`config.mk`:
```
export PLATFORM = sky130hd
export DESIGN_NAME = score_keeper
export DESIGN_NICKNAME = d
export VERILOG_FILES = /design/src/rtl/score_keeper.sv
export SDC_FILE = /design/constraint.sdc
export NUM_CORES = 1
export LEC_CHECK = 0
export CAP_MARGIN = 0
export CORE_ASPECT_RATIO = 1.2
export CORE_MARGIN = 8
export CORE_UTILIZATION = 35
export CTS_BUF_LIST = sky130_fd_sc_hd__clkbuf_8
export DETAILED_ROUTE_END_ITERATION = 7
export PLACE_DENSITY_LB_ADDON = 0.2
export RECOVER_POWER = 100
export REMOVE_ABC_BUFFERS = 1
export SLEW_MARGIN = 0
export SYNTH_ARGS = -nofsm -noshare
export SYNTH_HDL_FRONTEND = slang
export SYNTH_SLANG_ARGS = --single-unit
```
`constraint.sdc`:
```
create_clock -name Clk -period 4.66 [get_ports Clk]
set_clock_uncertainty 0.15 [all_clocks]
set_input_delay 0.932 -clock Clk [delete_from_list [all_inputs] [get_ports Clk]]
set_output_delay 0.932 -clock Clk [all_outputs]
set_load 0.01 [all_outputs]
```
`src/rtl/score_keeper.sv`:
```
// score_keeper: clamps the running score, tracks the session high score and
// converts both to 2-digit BCD with one shared sequential double-dabble engine.
module score_keeper #(
    parameter int SCORE_W   = 5,
    parameter int MAX_SCORE = 18
) (
    input  logic               Clk,
    input  logic               Reset,
    input  logic [SCORE_W-1:0] score,
    input  logic               play,
    input  logic               gameover,
    output logic [7:0]         cur_bcd,
    output logic [7:0]         hi_bcd,
    output logic               new_high,
    output logic               busy
);
    localparam logic [1:0] IDLE  = 2'd0;
    localparam logic [1:0] LOAD  = 2'd1;
    localparam logic [1:0] SHIFT = 2'd2;
    localparam logic [1:0] DONE  = 2'd3;
    localparam logic [SCORE_W-1:0] MAX_V = SCORE_W'(MAX_SCORE);

    logic [1:0]         state;
    logic [SCORE_W-1:0] sc, cur_bin, hi_bin, cur_snap, hi_snap, sh;
    logic [7:0]         acc, adj;
    logic [2:0]         cnt;
    logic               sel, play_q, gameover_q;
    logic               req_cur, req_hi, go_rise, play_rise;

    assign sc        = (32'(score) > 32'(MAX_SCORE)) ? MAX_V : score;
    assign req_cur   = cur_bin != cur_snap;
    assign req_hi    = hi_bin != hi_snap;
    assign go_rise   = gameover & ~gameover_q;
    assign play_rise = play & ~play_q;
    assign busy      = state != IDLE;

    // add-3 correction applied to each nibble before the shift
    always_comb begin
        adj = {acc[7:4] >= 4'd5 ? acc[7:4] + 4'd3 : acc[7:4],
               acc[3:0] >= 4'd5 ? acc[3:0] + 4'd3 : acc[3:0]};
    end

    always_ff @(posedge Clk or posedge Reset) begin
        if (Reset) begin
            cur_bin    <= '0;
            hi_bin     <= '0;
            new_high   <= 1'b0;
            play_q     <= 1'b0;
            gameover_q <= 1'b0;
        end else begin
            cur_bin    <= sc;
            play_q     <= play;
            gameover_q <= gameover;
            if (go_rise && cur_bin > hi_bin) begin
                hi_bin   <= cur_bin;
                new_high <= 1'b1;
            end
            // a new game always clears the flag, even on a simultaneous gameover rise
            if (play_rise) new_high <= 1'b0;
        end
    end

    always_ff @(posedge Clk or posedge Reset) begin
        if (Reset) begin
            state    <= IDLE;
            cur_snap <= '0;
            hi_snap  <= '0;
            sh       <= '0;
            acc      <= '0;
            cnt      <= '0;
            sel      <= 1'b0;
            cur_bcd  <= '0;
            hi_bcd   <= '0;
        end else begin
            case (state)
                IDLE: begin
                    if (req_hi) begin
                        sel     <= 1'b1;
                        hi_snap <= hi_bin;
                        sh      <= hi_bin;
                        state   <= LOAD;
                    end else if (req_cur) begin
                        sel      <= 1'b0;
                        cur_snap <= cur_bin;
                        sh       <= cur_bin;
                        state    <= LOAD;
                    end
                end
                LOAD: begin
                    acc   <= '0;
                    cnt   <= 3'(SCORE_W);
                    state <= SHIFT;
                end
                SHIFT: begin
                    acc   <= {adj[6:0], sh[SCORE_W-1]};
                    sh    <= sh << 1;
                    cnt   <= cnt - 3'd1;
                    state <= (cnt == 3'd1) ? DONE : SHIFT;
                end
                DONE: begin
                    if (sel) hi_bcd <= acc;
                    else     cur_bcd <= acc;
                    state <= IDLE;
                end
                default: state <= IDLE;
            endcase
        end
    end
endmodule

```
==> impl_metrics.tcl <==
set metrics [dict create \
    status "finished, final reports clean" \
    dieArea_sq_um 11000 \
    synth_edf_count 0 \
    hold_class "reg -> reg" \
    slew_viol_final 0 \
    drv_cap 0 \
    setup_viol 0 \
    holdBufCountCts 0 \
    vias 1827 \
    first_pass_iters 4 \
    syn_avg_cell_area_sq_um 11.2 \
    hold_violations 0 \
    synthCells 247 \
    io_pins 27 \
    fillCellCount 763 \
    cp_cell_sequence "inv_1, ha_1, inv_1, dlygate4sd3_1" \
    grt_remaining_overflow 0 \
    grtUsageTotal 0.105 \
    fp.dieH_microns 113 \
    grt_max_degree 36 \
    drt_iter0_markers 32 \
    power.density_nw_per_um2 604 \
    layout_commonest_cell "dfrtp_1" \
    max_stage_delay_ns 0.63 \
    post_cts_resized 0 \
    tns_ns 0 \
    cts_root_buf "clkbuf_8" \
    clock_tree.htree_level_count 3 \
    required_ns 3.58 \
    regArea_sq_um 1450 \
    antenna_found_initial 0 \
    cts_buffers 9 \
    synth_flop_cell "dfrtp_1" \
    area_delta_synth_final_pct 18.0 \
    route.antenna.remaining_nets 0 \
    finalCritPeriodShare 0.655 \
    post_cts_buffers 0 \
    rows 35 \
    final_nets 301 \
    antenna_cells 0 \
    synth_seq_area_share 0.526 \
    cts.path.max_buffers 2 \
    synthesis.area_sq_um 2760 \
    slew_headroom 0.116 \
    die_w_microns 97.1 \
    fmax_mhz 328 \
    synth-seq-cells 58 \
    dp_hpwl_microns 3900 \
    async_reset_ff_frac 1.00 \
    power.static_leakage_nw 1.51 \
    tightest_slew_ns 1.32 \
    gp_congestion 0.750 \
    ys_types 37 \
    final_cell_mix "dfrtp_1 (58), inv_1 (27), nand2_1 (22), dlygate4sd3_1 (22), o21ai_0 (20)" \
    wl_per_cell_microns 14.2 \
    crit_arrival_ns 1.97 \
    drive_gt1_frac 0.127 \
    cts_sinks 58 \
    multiInputGateArea_sq_um 1150 \
    grt_pass1_wl_microns 9230 \
    worstPathMaxFanout 10 \
    post-route-util 0.425 \
    critPathKind "reg -> out" \
    period_minus_slack_ns 3.05 \
    clk_latency_ns 0.33 \
    yosys_warnings 0 \
    rsz0062_at_grt "false" \
    routed_wl_microns 5320 \
    dp_slack_ns 2.03 \
    cts_tree "built" \
    drcViolationCount 0 \
    setup.worst_path.start_class "flip-flop" \
    endpoint_kind "output port" \
    path_clk_slew_ns 0.07 \
    max-vdd-ir-drop_uv 301 \
    start_util 0.360 \
    finalWorstSetupSlack_ns 1.61 \
    grt_pass1_vias 1905 \
    core_area_sq_um 7660 \
    crit_path_frequent_cell "inv_1" \
    placement.io_buffers 26 \
    slowest_stage "dlygate4sd3_1" \
    vias_per_cell 4.87 \
]
-- worst max-delay path, delay by kind of cell, from the launching register on --
| family | cells | cell delay [ns] |
|---|---|---|
| adder cells (fa/ha/maj) | 1 | 0.38 |
| flip-flops | 1 | 0.38 |
| buffers and inverters | 3 | 0.88 |
-- sequential cells by signal, summed over array words and instances (netlist names) --
| name | flops |
|---|---|
| sel | 1 |
| gameover_q | 1 |
| cur_bin | 5 |
| play_q | 1 |
| cnt | 3 |
| acc | 8 |
| hi_snap | 5 |
| cur_snap | 5 |
| hi_bin | 5 |
| hi_bcd | 8 |
| cur_bcd | 8 |
| state | 2 |
| sh | 5 |
| new_high | 1 |
-- power breakdown --
part	internal (mW)	total, mW	switching [mW]
Sequential	0.653	0.761	0.108
Clock	0.231	0.421	0.190
Combinational	0.368	0.784	0.417
-- cells in the mapped netlist (2+ instances only) --
master,count,area (sq um)
a32o_1,2,20.0
and3_1,2,12.5
dfrtp_1,58,1450
nand2b_1,6,37.5
nor2_1,5,18.8
nor2b_1,6,37.5
o22ai_1,6,37.5
xnor2_1,10,87.6
mux2_2,19,214
nand3_1,4,20.0
a21oi_1,10,50.1
nand2_1,22,82.6
a31oi_1,2,12.5
o32a_1,4,40.0
nor3b_1,2,15.0
o21ai_0,19,95.1
xor2_1,2,17.5
mux2i_1,5,50.1
o31ai_1,3,22.5
and2_1,2,12.5
ha_1,14,175
inv_1,25,93.8
clkbuf_1,5,18.8
-- path summary, 6_finish.rpt --
| path | startpoint | endpoint | slack, ns | depth (start not counted) |
|---|---|---|---|---|
| min | cur_bcd[4] | cur_bcd[4] | 0.32 | 2 |
| min in group asynchronous | Reset | cur_bcd[1] | 1.26 | 2 |
| max reg2reg | hi_bin[1] | hi_bin[1] | 2.05 | 7 |
| max in group asynchronous | Reset | sh[2] | 2.10 | 3 |
| min reg2reg | cur_bcd[4] | cur_bcd[4] | 0.32 | 2 |
| max | state[0] | busy | 1.61 | 4 |
-- through the flow --
step / std cells / cell area [sq um] / hold WS (ns) / power, mW
4_1_cts: 375 / 3290 / 0.333 / 2.06
3_5_place_dp: 359 / 3110 / 0.319 / 1.62
3_3_place_gp: 359 / 3110 / 0.311 / 1.60
6_report: 375 / 3260 / 0.320 / 1.97
2_1_floorplan: 240 / 2720 / 0.311 / 1.37
5_1_grt: 375 / 3260 / 0.352 / 2.14
-- routing by layer --
layer	up-vias	GRT usage	wire [microns]	part of all wire
li1	906	-	-	-
met1	882	0.112	2270	0.43
met2	30	0.179	2690	0.51
met3	9	0.0372	243	0.046
met4	0	0.0555	107	0.020
met5	-	0	0	0
-- final cells by class --
class,count,share of cell area
Clock buffer,12,0.0507
Clock inverter,4,0.00538
Tap cell,92,0.0353
Timing Repair Buffer,27,0.0822
Multi-Input combinational cell,157,0.352
Inverter,25,0.0288
Sequential cell,58,0.446
-- cells by family after synthesis --
logic type               after synthesis  share of synthesized area
flip-flops                            58                      0.526
AND/OR/NAND/NOR                       55                      0.111
AO/OA/AOI/OAI                         52                      0.118
buffers and inverters                 32                     0.0476
multiplexers                          24                     0.0957
adder cells (fa/ha/maj)               14                     0.0635
XOR/XNOR                              12                     0.0381
Note: power is estimated with default switching activity, not from simulation.
==> variant 1, RTL diff (same flow settings) <==
Put one more register stage on the output `new_high`, cleared by the reset. The value now appears one clock later. The other outputs are not delayed to match.
--- a/src/rtl/score_keeper.sv
+++ b/src/rtl/score_keeper.sv
@@ -20,4 +20,6 @@
     localparam logic [1:0] DONE  = 2'd3;
     localparam logic [SCORE_W-1:0] MAX_V = SCORE_W'(MAX_SCORE);
+
+    logic new_high_s0;
 
     logic [1:0]         state;
@@ -45,5 +47,5 @@
             cur_bin    <= '0;
             hi_bin     <= '0;
-            new_high   <= 1'b0;
+            new_high_s0 <= 1'b0;
             play_q     <= 1'b0;
             gameover_q <= 1'b0;
@@ -54,8 +56,8 @@
             if (go_rise && cur_bin > hi_bin) begin
                 hi_bin   <= cur_bin;
-                new_high <= 1'b1;
+                new_high_s0 <= 1'b1;
             end
             // a new game always clears the flag, even on a simultaneous gameover rise
-            if (play_rise) new_high <= 1'b0;
+            if (play_rise) new_high_s0 <= 1'b0;
         end
     end
@@ -107,4 +109,12 @@
         end
     end
+    always_ff @(posedge Clk or posedge Reset) begin
+        if (Reset) begin
+            new_high <= '0;
+        end else begin
+            new_high <= new_high_s0;
+        end
+    end
+
 endmodule
 
Function: changed (Yosys sat finds a counterexample within 4 cycles, from zero or initial values and one cycle with Reset high).
==> variant 1 against the original RTL <==
- the flow now finishes with violations (capacitance limit, slew limit)
- total power is 4.4% higher
- register-to-register slack better by 0.03 ns
- global-route usage down 0.37 points
- synthesized area rose by 0.91%
- critical path depth decreased by 1
- utilization up 0.42 points
- cell area rose by 1.6%
- synthesized cell count up 0.40%
- setup slack got worse by 0.23 ns
- sequential power up 2%
- sequential cell count is 1 higher
- wire length down 0.30%
==> variant 1: results (changes against the original RTL) <==
Route
  – DRC violations left: 0 (unchanged)
  – Routed len/inst: 14.1 um (-0.30%)
  – Drt pass-1 iters: 4 (unchanged)
  – Vias/cell: 4.89 (+0.27%)
  – Initial DRC count: 37 (+16%)
  – WL final: 5300 um (-0.30%)

Layout
  – Total Nets Final: 302 (+0.33%)
  – Layout cell share with drive strength beyond 1: 12.0% (-0.71 points)
  – Largest regs: acc x8, cur_bcd x8, hi_bcd x8
  – Fillcell total: 735 (-3.7%)

Placement
  – Worst slack, placed: 1.98 ns (-0.0449 ns)
  – Placed instance count: 360 (+0.28%)
  – Number of port buffers: 26 (unchanged)
  – DP Area: 3130 um2 (+0.81%)
  – Detailed placement HPWL: 3740 um (-4.2%)
  – RD Place Congestion: 0.775 (+3.4%)

Hold path
  – Worst hold stages: 0 (-2)

Critical path
  – FF-to-FF path depth: 5 (-2)
  – Worst Path Max Fanout: 40 (+30)
  – Reg-to-reg endpoint: cur_snap[1]$_DFFE_PP0P_
  – CP startpoint: Reset
  – Worst EP arrival: 3.43 ns (+1.46 ns)
  – CP Capture Point: cur_bin[0]$_DFF_PP0_
  – Worst R2R Setup Slack: 2.08 ns (+0.03 ns)
  – R2r startpoint: state[0]$_DFFE_PP0P_

STA
  – Period Utilization, post-route: 70.4% (+4.9 points)
  – Worst-Margin Slew: 1.54 ns (+0.211 ns)
  – Max Slew Vio Count: 41 (+41)

Logic synthesis
  – Unique masters post-synth: 37 (unchanged)
  – Top area cells in the synthesized netlist: dfrtp_1 53%, mux2_2 7.7%, ha_1 6.3%
  – Post-Synth XOR/XNOR Area: 3.77% (-0.034 points)
  – Post-synth top cells: 59 x dfrtp_1, 25 x inv_1, 22 x nand2_1, 19 x mux2_2, 19 x o21ai_0
  – Post-synthesis sequential area ratio: 53.0% (+0.43 points)
  – Complex-gate fraction of the synthesized area: 11.7% (-0.11 points)
  – Ys async rst share: 100% (unchanged)
  – Post-Syn Area per Cell: 11.2 um2 (+0.50%)
  – Mux cell area share after synthesis: 9.48% (-0.086 points)
  – Yosys warnings: 0 (unchanged)
  – Post-Synth Adder-Cell Area: 6.29% (-0.057 points)
  – EDFF count, synth: 0 (unchanged)

Global routing
  – Largest net degree at the start of global routing: 41 (+14%)
  – Vias in the first global route: 1,823 (-4.3%)
  – Global-route usage over all layers: 10.2% (-0.37 points)
  – First-pass GRT wire length: 8990 um (-2.6%)
  – Antenna violations before repair: 0 (unchanged)

Run status
  – Failing checks: capacitance limit, slew limit
  – Status: finished, violations left

Clocking
  – Clock buffer depth: 2 (unchanged)
  – CTS buffer count: 9 (unchanged)
  – H-tree depth: 3 (unchanged)
  – Worst-skew pair later-pin latency: 0.33 ns (about the same)
  – CTS resizes: 0 (unchanged)
  – Root Driver: clkbuf_8

Power and ir drop
  – Pwr Density: 620 nW/um2 (+2.8%)
  – VDD IR-drop max: 294 uV (-2.1%)
  – P_clk: 493 uW (+17%)
  – Lkg Pwr: 0.00153 uW (+1.2%)
  – Cell internal pwr: 1330 uW (+6.4%)
  – Reg power frac: 37.7% (-1.0 points)

Flow run
  – Max cap viols: 1 (+1)
variant 1: cell types whose count changed in the layout (fill, tap and decap cells not counted), sizes merged:
cell	change
buf	-1
bufinv	+1
clkbuf	+2
clkinv	-2
dfrtp	+1
inv	-1
variant 1: cell families (layout without fill, tap and decap cells):
kind of cell	count (synthesis)	count (layout)
AO/OA/AOI/OAI	52	52
XOR/XNOR	12	12
multiplexers	24	24
buffers and inverters	32	67
AND/OR/NAND/NOR	55	55
adder cells (fa/ha/maj)	14	14
flip-flops	59	59
variant 1: cell type report:
cell class / count / area, um2 / area share (%)
Tap cell: 92 / 115 / 3.48
Clock inverter: 2 / 33.8 / 1.02
Inverter: 25 / 93.8 / 2.84
Sequential cell: 59 / 1480 / 44.6
Clock buffer: 13 / 179 / 5.41
Multi-Input combinational cell: 157 / 1150 / 34.6
Timing Repair Buffer: 27 / 264 / 7.98
variant 1: how the worst min path moves through the flow:
stage	start	to	slack [ns]
floorplan	new_high_s0$_DFFE_PP0P_	new_high$_DFF_PP0_	0.20
global placement	new_high_s0$_DFFE_PP0P_	new_high$_DFF_PP0_	0.21
detailed placement	new_high_s0$_DFFE_PP0P_	new_high$_DFF_PP0_	0.21
CTS	new_high_s0$_DFFE_PP0P_	new_high$_DFF_PP0_	0.23
global route	new_high_s0$_DFFE_PP0P_	new_high$_DFF_PP0_	0.25
finish	new_high_s0$_DFFE_PP0P_	new_high$_DFF_PP0_	0.22
variant 1: critical path, cell delays in order:
cell,delay [ns]
dlygate4sd3_1,0.53
inv_1,1.09
clkbuf_1,0.86
variant 1: per-layer routing:
metal	GRT usage, %	routed length [um]	part of all wire [%]
met1	11.8	2480	47
met2	16.3	2500	47
met3	2.78	205	3.9
met4	6.38	115	2.2
met5	0	0	0
==> variant 2, RTL diff (config.mk and constraints unchanged) <==
Made on the original files. `SCORE_W`: 5 -> 10.
--- a/src/rtl/score_keeper.sv
+++ b/src/rtl/score_keeper.sv
@@ -2,5 +2,5 @@
 // converts both to 2-digit BCD with one shared sequential double-dabble engine.
 module score_keeper #(
-    parameter int SCORE_W   = 5,
+    parameter int SCORE_W   = 10,
     parameter int MAX_SCORE = 18
 ) (
Ports: changed (resized score); port bits go from 27 to 32. The function was not compared with the original's and may differ.
==> variant 2 against the original RTL <==
- the run now ends with capacitance limit, slew limit left
- first-iteration DRC count rose to 4.8 times the old value
- combinational power fell by 6.4%
- cell area rose by 50%
- sequential cell count rose by 25
- setup slack got worse by 0.59 ns
- via count rose by 67%
- wire length rose by 80%
- sequential power rose by 20%
- sequential share of layout area fell by 2.1 points
- synthesized area rose by 52%
- global-route usage rose by 2.5 points
- total power rose by 17%
- critical path type is now reg2reg
- largest power group is now registers
==> variant 2: results (changes against the original RTL) <==
Layout
  – Total Nets Final: 469 (+56%)
  – Layout cell share with drive strength beyond 1: 9.52% (-3.2 points)
  – Fillcell total: 1,219 (+60%)

Flow run
  – Max cap viols: 1 (+1)

Placement
  – Number of port buffers: 31 (+19%)
  – RD Place Congestion: 0.825 (+10%)

STA
  – Max Slew Vio Count: 34 (+34)
  – Hold WS: 0.328 ns (+0.00782 ns)

Global routing
  – Global-route usage over all layers: 13.0% (+2.5 points)
  – Largest net degree at the start of global routing: 34 (-5.6%)
  – First-pass GRT wire length: 15,800 um (+72%)
  – Vias in the first global route: 3,138 (+65%)

Route
  – WL final: 9550 um (+80%)
  – Vias/cell: 5.05 (+3.8%)

Hold path
  – Hold path startpoint: hi_bcd[0]$_DFFE_PP0P_

Critical path
  – Worst Path Max Fanout: 13 (+3)
  – Worst R2R Setup Slack: 1.01 ns (-1.04 ns)
  – Worst EP arrival: 3.75 ns (+1.78 ns)

Clocking
  – Worst-path clk slew: 0.09 ns (+0.02 ns)
  – Worst-skew pair later-pin latency: 0.37 ns (+0.04 ns)

Power and ir drop
  – Logic gate share of total power: 32.0% (-7.9 points)
  – Clock network fraction of total power: 28.1% (+6.7 points)

Logic synthesis
  – Top area cells in the synthesized netlist: dfrtp_1 49%, ha_1 5.7%, xnor2_1 4.2%
  – Unique masters post-synth: 41 (+11%)

Run status
  – Status: finished, violations left
  – Failing checks: capacitance limit, slew limit
-- variant 2: changes by cell type in the layout (fill, tap and decap cells not counted), moves of 12 or more --
cell | unedited run | this run
dfrtp_1 | 58 | 83
nor2_1 | 6 | 26
nand2_1 | 22 | 36
inv_1 | 27 | 39
nor3_1 | 1 | 13
o22ai_1 | 6 | 18
-- variant 2: cell type report --
class	instances	area (um2)	share of cell area, %
Timing Repair Buffer	36	344	7.04
Sequential cell	83	2080	42.5
Clock buffer	10	138	2.81
Clock inverter	6	113	2.30
Inverter	40	151	3.10
Tap cell	161	201	4.12
Multi-Input combinational cell	266	1870	38.2
-- variant 2: critical path, stage by stage, from the launching register on --
cell and delay (ns):
dfrtp_1 0.49, inv_1 0.10, ha_1 0.30, nand4_1 0.43, nor2_1 0.11, a221oi_1 1.20, buf_4 0.36, o22ai_1 0.10
a311o_1 0.29
-- variant 2: per-stage QoR --
step / worst slack (ns) / cell area, um2 / std cells
after floorplan: 1.44 / 4140 / 389
after global routing: 0.809 / 4890 / 602
final: 1.01 / 4890 / 602
after global placement: 1.54 / 4690 / 586
after detailed placement: 1.58 / 4690 / 586
after CTS: 1.41 / 4940 / 602
-- variant 2: metal layers --
layer	global-route usage, %	up-vias	wire, um
met2	21.6	65	4640
met3	2.13	20	414
li1	-	1477	-
met5	0	-	0
met1	15.6	1481	4230
met4	7.65	0	271
-- variant 2: cell families after synthesis --
family / after synthesis / synth area share, %
AO/OA/AOI/OAI: 93 / 14.7
XOR/XNOR: 22 / 4.59
adder cells (fa/ha/maj): 19 / 5.66
buffers and inverters: 57 / 5.48
flip-flops: 83 / 49.4
multiplexers: 32 / 9.41
other: 1 / 0.0893
AND/OR/NAND/NOR: 95 / 10.6
